`src/rtl/dpd_lut_addr_gen.sv`:
```
// DPD actuator front end: computes |x|^2 of each IQ sample, applies a gain shift and saturates
// the result into a LUT address. The IQ sample is delayed so it leaves aligned with the LUT word.
module dpd_lut_addr_gen #(
  parameter int DATA_WIDTH = 16,
  parameter int ADDR_WIDTH = 10,
  parameter int CNT_WIDTH  = 16
) (
  input  logic                         clk,
  input  logic                         rst_n,
  input  logic                         in_valid,
  input  logic signed [DATA_WIDTH-1:0] in_i,
  input  logic signed [DATA_WIDTH-1:0] in_q,
  input  logic        [3:0]            cfg_shift,
  input  logic                         sat_clear,
  output logic        [ADDR_WIDTH-1:0] lut_addr,
  output logic                         lut_addr_valid,
  output logic                         out_valid,
  output logic signed [DATA_WIDTH-1:0] out_i,
  output logic signed [DATA_WIDTH-1:0] out_q,
  output logic        [CNT_WIDTH-1:0]  sat_count
);

  localparam int PW = 2 * DATA_WIDTH;  // full-precision power width
  localparam int SW = PW + 15;         // power after the largest possible shift

  // Stage 1: squares
  logic                         v1;
  logic        [PW-1:0]         sq_i, sq_q;
  logic signed [DATA_WIDTH-1:0] d1_i, d1_q;
  // Stage 2: power
  logic                         v2;
  logic        [PW-1:0]         pwr;
  logic signed [DATA_WIDTH-1:0] d2_i, d2_q;
  // Stage 3: IQ held alongside the address
  logic signed [DATA_WIDTH-1:0] d3_i, d3_q;

  logic signed [PW-1:0]         ext_i, ext_q;
  logic        [SW-1:0]         shifted;
  logic                         overflow;
  logic        [ADDR_WIDTH-1:0] addr_next;

  assign ext_i = PW'(in_i);
  assign ext_q = PW'(in_q);

  assign shifted  = {15'b0, pwr} << cfg_shift;
  assign overflow = (shifted >> PW) != '0;

  // NOTE: every signal assigned in always_comb gets a value on every path, otherwise a latch is inferred.
  always_comb begin
    addr_next = ADDR_WIDTH'(shifted >> (PW - ADDR_WIDTH));
    if (overflow) addr_next = '1;
  end

  // NOTE: state is updated with non-blocking assignments so every stage samples the pre-edge values.
  always_ff @(posedge clk) begin
    if (!rst_n) begin
      v1 <= 1'b0;
      v2 <= 1'b0;
      lut_addr_valid <= 1'b0;
      out_valid <= 1'b0;
    end else begin
      v1 <= in_valid;
      v2 <= v1;
      lut_addr_valid <= v2;
      out_valid <= lut_addr_valid;
    end
  end

  // NOTE: data registers are reset too, so outputs read 0 after reset rather than stale samples.
  always_ff @(posedge clk) begin
    if (!rst_n) begin
      sq_i <= '0;
      sq_q <= '0;
      d1_i <= '0;
      d1_q <= '0;
    end else if (in_valid) begin
      sq_i <= $unsigned(ext_i * ext_i);
      sq_q <= $unsigned(ext_q * ext_q);
      d1_i <= in_i;
      d1_q <= in_q;
    end
  end

  // The sum cannot overflow: the largest power is 2^(PW-1).
  always_ff @(posedge clk) begin
    if (!rst_n) begin
      pwr  <= '0;
      d2_i <= '0;
      d2_q <= '0;
    end else if (v1) begin
      pwr  <= sq_i + sq_q;
      d2_i <= d1_i;
      d2_q <= d1_q;
    end
  end

  always_ff @(posedge clk) begin
    if (!rst_n) begin
      lut_addr <= '0;
      d3_i     <= '0;
      d3_q     <= '0;
    end else if (v2) begin
      lut_addr <= addr_next;
      d3_i     <= d2_i;
      d3_q     <= d2_q;
    end
  end

  // Final IQ stage lines the sample up with the LUT's registered read data.
  always_ff @(posedge clk) begin
    if (!rst_n) begin
      out_i <= '0;
      out_q <= '0;
    end else if (lut_addr_valid) begin
      out_i <= d3_i;
      out_q <= d3_q;
    end
  end

  // A clear wins over a coincident clip event, which is then lost.
  always_ff @(posedge clk) begin
    if (!rst_n) begin
      sat_count <= '0;
    end else if (sat_clear) begin
      sat_count <= '0;
    end else if (v2 && overflow && !(&sat_count)) begin
      sat_count <= sat_count + 1'b1;
    end
  end

endmodule

```
`config.mk`:
```
export PLATFORM = sky130hd
export DESIGN_NAME = dpd_lut_addr_gen
export DESIGN_NICKNAME = d
export VERILOG_FILES = /design/src/rtl/dpd_lut_addr_gen.sv
export SDC_FILE = /design/constraint.sdc
export NUM_CORES = 2
export LEC_CHECK = 0
export ABC_AREA = 1
export CAP_MARGIN = 40
export CORE_MARGIN = 10
export CORE_UTILIZATION = 23
export DETAILED_ROUTE_END_ITERATION = 8
export GPL_TIMING_DRIVEN = 0
export MAX_ROUTING_LAYER = met4
export PLACE_DENSITY = 0.48
export SLEW_MARGIN = 40
export SYNTH_ARGS = -nofsm -noshare
export SYNTH_HDL_FRONTEND = slang
export SYNTH_SLANG_ARGS = --single-unit
```
`constraint.sdc`:
```
create_clock -name clk -period 18.4 [get_ports clk]
set_input_delay 3.68 -clock clk [delete_from_list [all_inputs] [get_ports clk]]
set_output_delay 3.68 -clock clk [all_outputs]
set_load 0.05 [all_outputs]
```
==> out/results.txt <==
Number of I/O port buffers: 87
TritonCTS Sinks: 243
Slew Viols, Final: 0
Die H: 383 microns
Max clock buf depth: 3
CTS Hold Buffers Added: 0
Fin Setup TNS: 0 ns
CTS tree: built
Largest net degree at the start of global routing: 15
CP endpoint kind: flip-flop
Filler Cell Count: 14500
Final setup vio count: 0
Initial antenna violation count: 9
Routability cong.: 0.915
Netlist cell types: 43
RSZ-0062 raised after global routing: no
DRT antenna net count: 0
Post-CTS Setup Bufs: 0
Gate Count Post-Synth: 3968
Synth cell count leaders: 920 x inv_1, 654 x nand2_1, 467 x fa_1, 440 x nor2_1, 274 x o21ai_0
Core area: 130000 sq um
Initial core utilization: 23.3%
First-pass GRT wire length: 149000 microns
Worst Hold Class: flip-flop to flip-flop
Final Cycle Share: 56.7%
Final Cell Area: 34200 sq um
Simple-gate share of the synthesized area: 18.2%
YS warnings: 0
Post-synthesis compound-gate area fraction: 9.69%
# DRC: 0
Via count: 24900
Syn Area/Cell: 7.62 sq um
Post-Synth Adder-Cell Area: 39.6%
Post-route insts no fill: 5854
Fmax achieved: 95.9 MHz
Drt first pass iters: 7
Top cell type by total area after synthesis: fa_1
Dpl cell area: 33300 sq um
Iteration-0 DRC Markers: 1579
CP Class: input port to flip-flop
FF+latch count, synth: 243
Tmin final: 10.43 ns
Fin nets: 4804
Ports: 100
Chip width: 383 microns
Main combinational cell family by area after synthesis: adder cells
Post-DP HPWL: 79600 microns
FP Rows: 132
Area contributors post-synth: fa_1 31%, dfxtp_1 16%, inv_1 11%, ha_1 8.7%, nand2_1 8.1%
XOR/XNOR Fraction of Synth Area: 2.81%
Most frequent cell after synthesis: inv_1
Share of layout cells above drive strength 1: 2.87%
Area delta synth->final: 13.1%
CTS HTree Levels: 1
Vias per cell: 4.25
Routed length per instance: 16.0 microns
Worst-Margin Slew: 0.892 ns
Post-cts repair resize count: 0
Cts bufs inserted: 27
Fin util: 26.3%
Aggregate global-route resource usage: 13.0%
Crit-path max FO: 10
Status: finished clean
Main synth FF type: dfxtp_1
Mapped Area: 30200 sq um
Post-Syn Nets: 4685
Routed WL: 93700 microns
Max Cap Viol: 0
Worst EP arrival: 10.93 ns
GR Overflow Total: 0
Top-area cell type share of the netlist area: 30.9%
Post-synthesis mux area share: 0%
Later-pin clock latency in the skew report: 0.56 ns
Vias in the first global route: 25900
Final Hold Fails: 0
CP startpoint kind: input port
CP required: 18.90 ns
Clock Root Buffer: clkbuf_16
Post-synth EDFFs: 0
Worst Skew: 0.0130 ns
Dpl cells: 5800
Max transition margin: 40.6%
Seq/Total Area, Yosys: 16.1%
Total die area: 146000 sq um
Share of flip-flops with an asynchronous set or reset: 0%
Clock-pin slew on the worst setup and hold paths: 0.06 ns
==> sequential cells by signal (all words and copies together) (netlist names) <==
register,count
d1_i,15
d1_q,15
d2_i,16
d2_q,16
d3_i,16
d3_q,16
lut_addr,10
lut_addr_valid,1
out_i,16
out_q,16
out_valid,1
pwr,25
sat_count,16
sq_i,31
sq_q,31
v1,1
v2,1
==> worst max-delay path, stage by stage <==
cell             delay, ns
clkdlybuf4s50_1       0.54
clkbuf_1              0.59
buf_1                 0.48
nand2_1               0.11
inv_1                 0.16
fa_1                  0.58
fa_1                  1.00
fa_1                  0.55
fa_1                  0.50
fa_1                  0.48
inv_1                 0.05
fa_1                  0.47
inv_1                 0.04
ha_1                  0.40
nand2_1               0.15
nor2_1                0.18
inv_1                 0.12
nor3_1                0.19
o21ai_0               0.20
a31o_2                0.29
nand3_1               0.06
nand2_1               0.06
inv_1                 0.05
==> per-layer routing <==
layer  vias to the layer above  global-route usage (%)  routed length [microns]
met5                         -                       -                        0
met4                         0                    1.91                     1280
met3                        62                   0.963                     3280
met2                       410                    22.0                    44600
met1                     12200                    17.4                    44600
li1                      12300                       -                        -
==> layout by cell type, fill, tap and decap left out, types with 32 or more instances in the layout <==
master,n
inv_1,920
fa_1,467
ha_1,210
nor3_1,34
clkbuf_1,128
clkdlybuf4s50_1,87
nand2_1,654
nor2_1,440
dfxtp_1,243
xnor2_1,32
xor2_1,65
nand4_1,51
o21ai_0,274
a21oi_1,155
nand3_1,129
==> stage by stage <==
step	hold WS, ns	worst slack [ns]
after floorplan	0.441	9.24
after global placement	0.456	7.28
after detailed placement	0.462	7.42
after CTS	0.472	7.95
after global routing	0.497	7.49
final	0.477	7.97
==> path summary, 6_finish.rpt <==
| kind | startpoint | to | slack [ns] | cells after the start |
|---|---|---|---|---|
| setup / recovery | in_i[1] | sq_i[24]$_SDFFE_PN0P_ | 7.97 | 23 |
| setup reg to reg | sq_i[3]$_SDFFE_PN0P_ | pwr[27]$_SDFFE_PN0P_ | 16.01 | 10 |
| hold reg to reg | sq_q[2]$_SDFFE_PN0P_ | sq_q[2]$_SDFFE_PN0P_ | 0.48 | 2 |
| hold / removal | sq_q[2]$_SDFFE_PN0P_ | sq_q[2]$_SDFFE_PN0P_ | 0.48 | 2 |
==> cell type report <==
| type | instances | area (sq um) | share of cell area (%) |
|---|---|---|---|
| timing repair buffer | 90 | 901 | 2.64 |
| multi-input combinational | 2649 | 21300 | 62.2 |
| tap | 1742 | 2180 | 6.38 |
| sequential | 243 | 4860 | 14.2 |
| buffer | 153 | 646 | 1.89 |
| clock buffer | 37 | 763 | 2.23 |
| clock inverter | 10 | 72.6 | 0.212 |
| inverter | 923 | 3460 | 10.1 |
| antenna | 7 | 17.5 | 0.0513 |
==> logic make-up after synthesis <==
family                   Yosys count
adder cells (fa/ha/maj)          677
buffers and inverters           1076
XOR/XNOR                          97
AO/OA/AOI/OAI                    531
AND/OR/NAND/NOR                 1344
flip-flops                       243
Power is not shown: default switching activity piles up to over one toggle a cycle in this logic, so the estimate is an artifact.
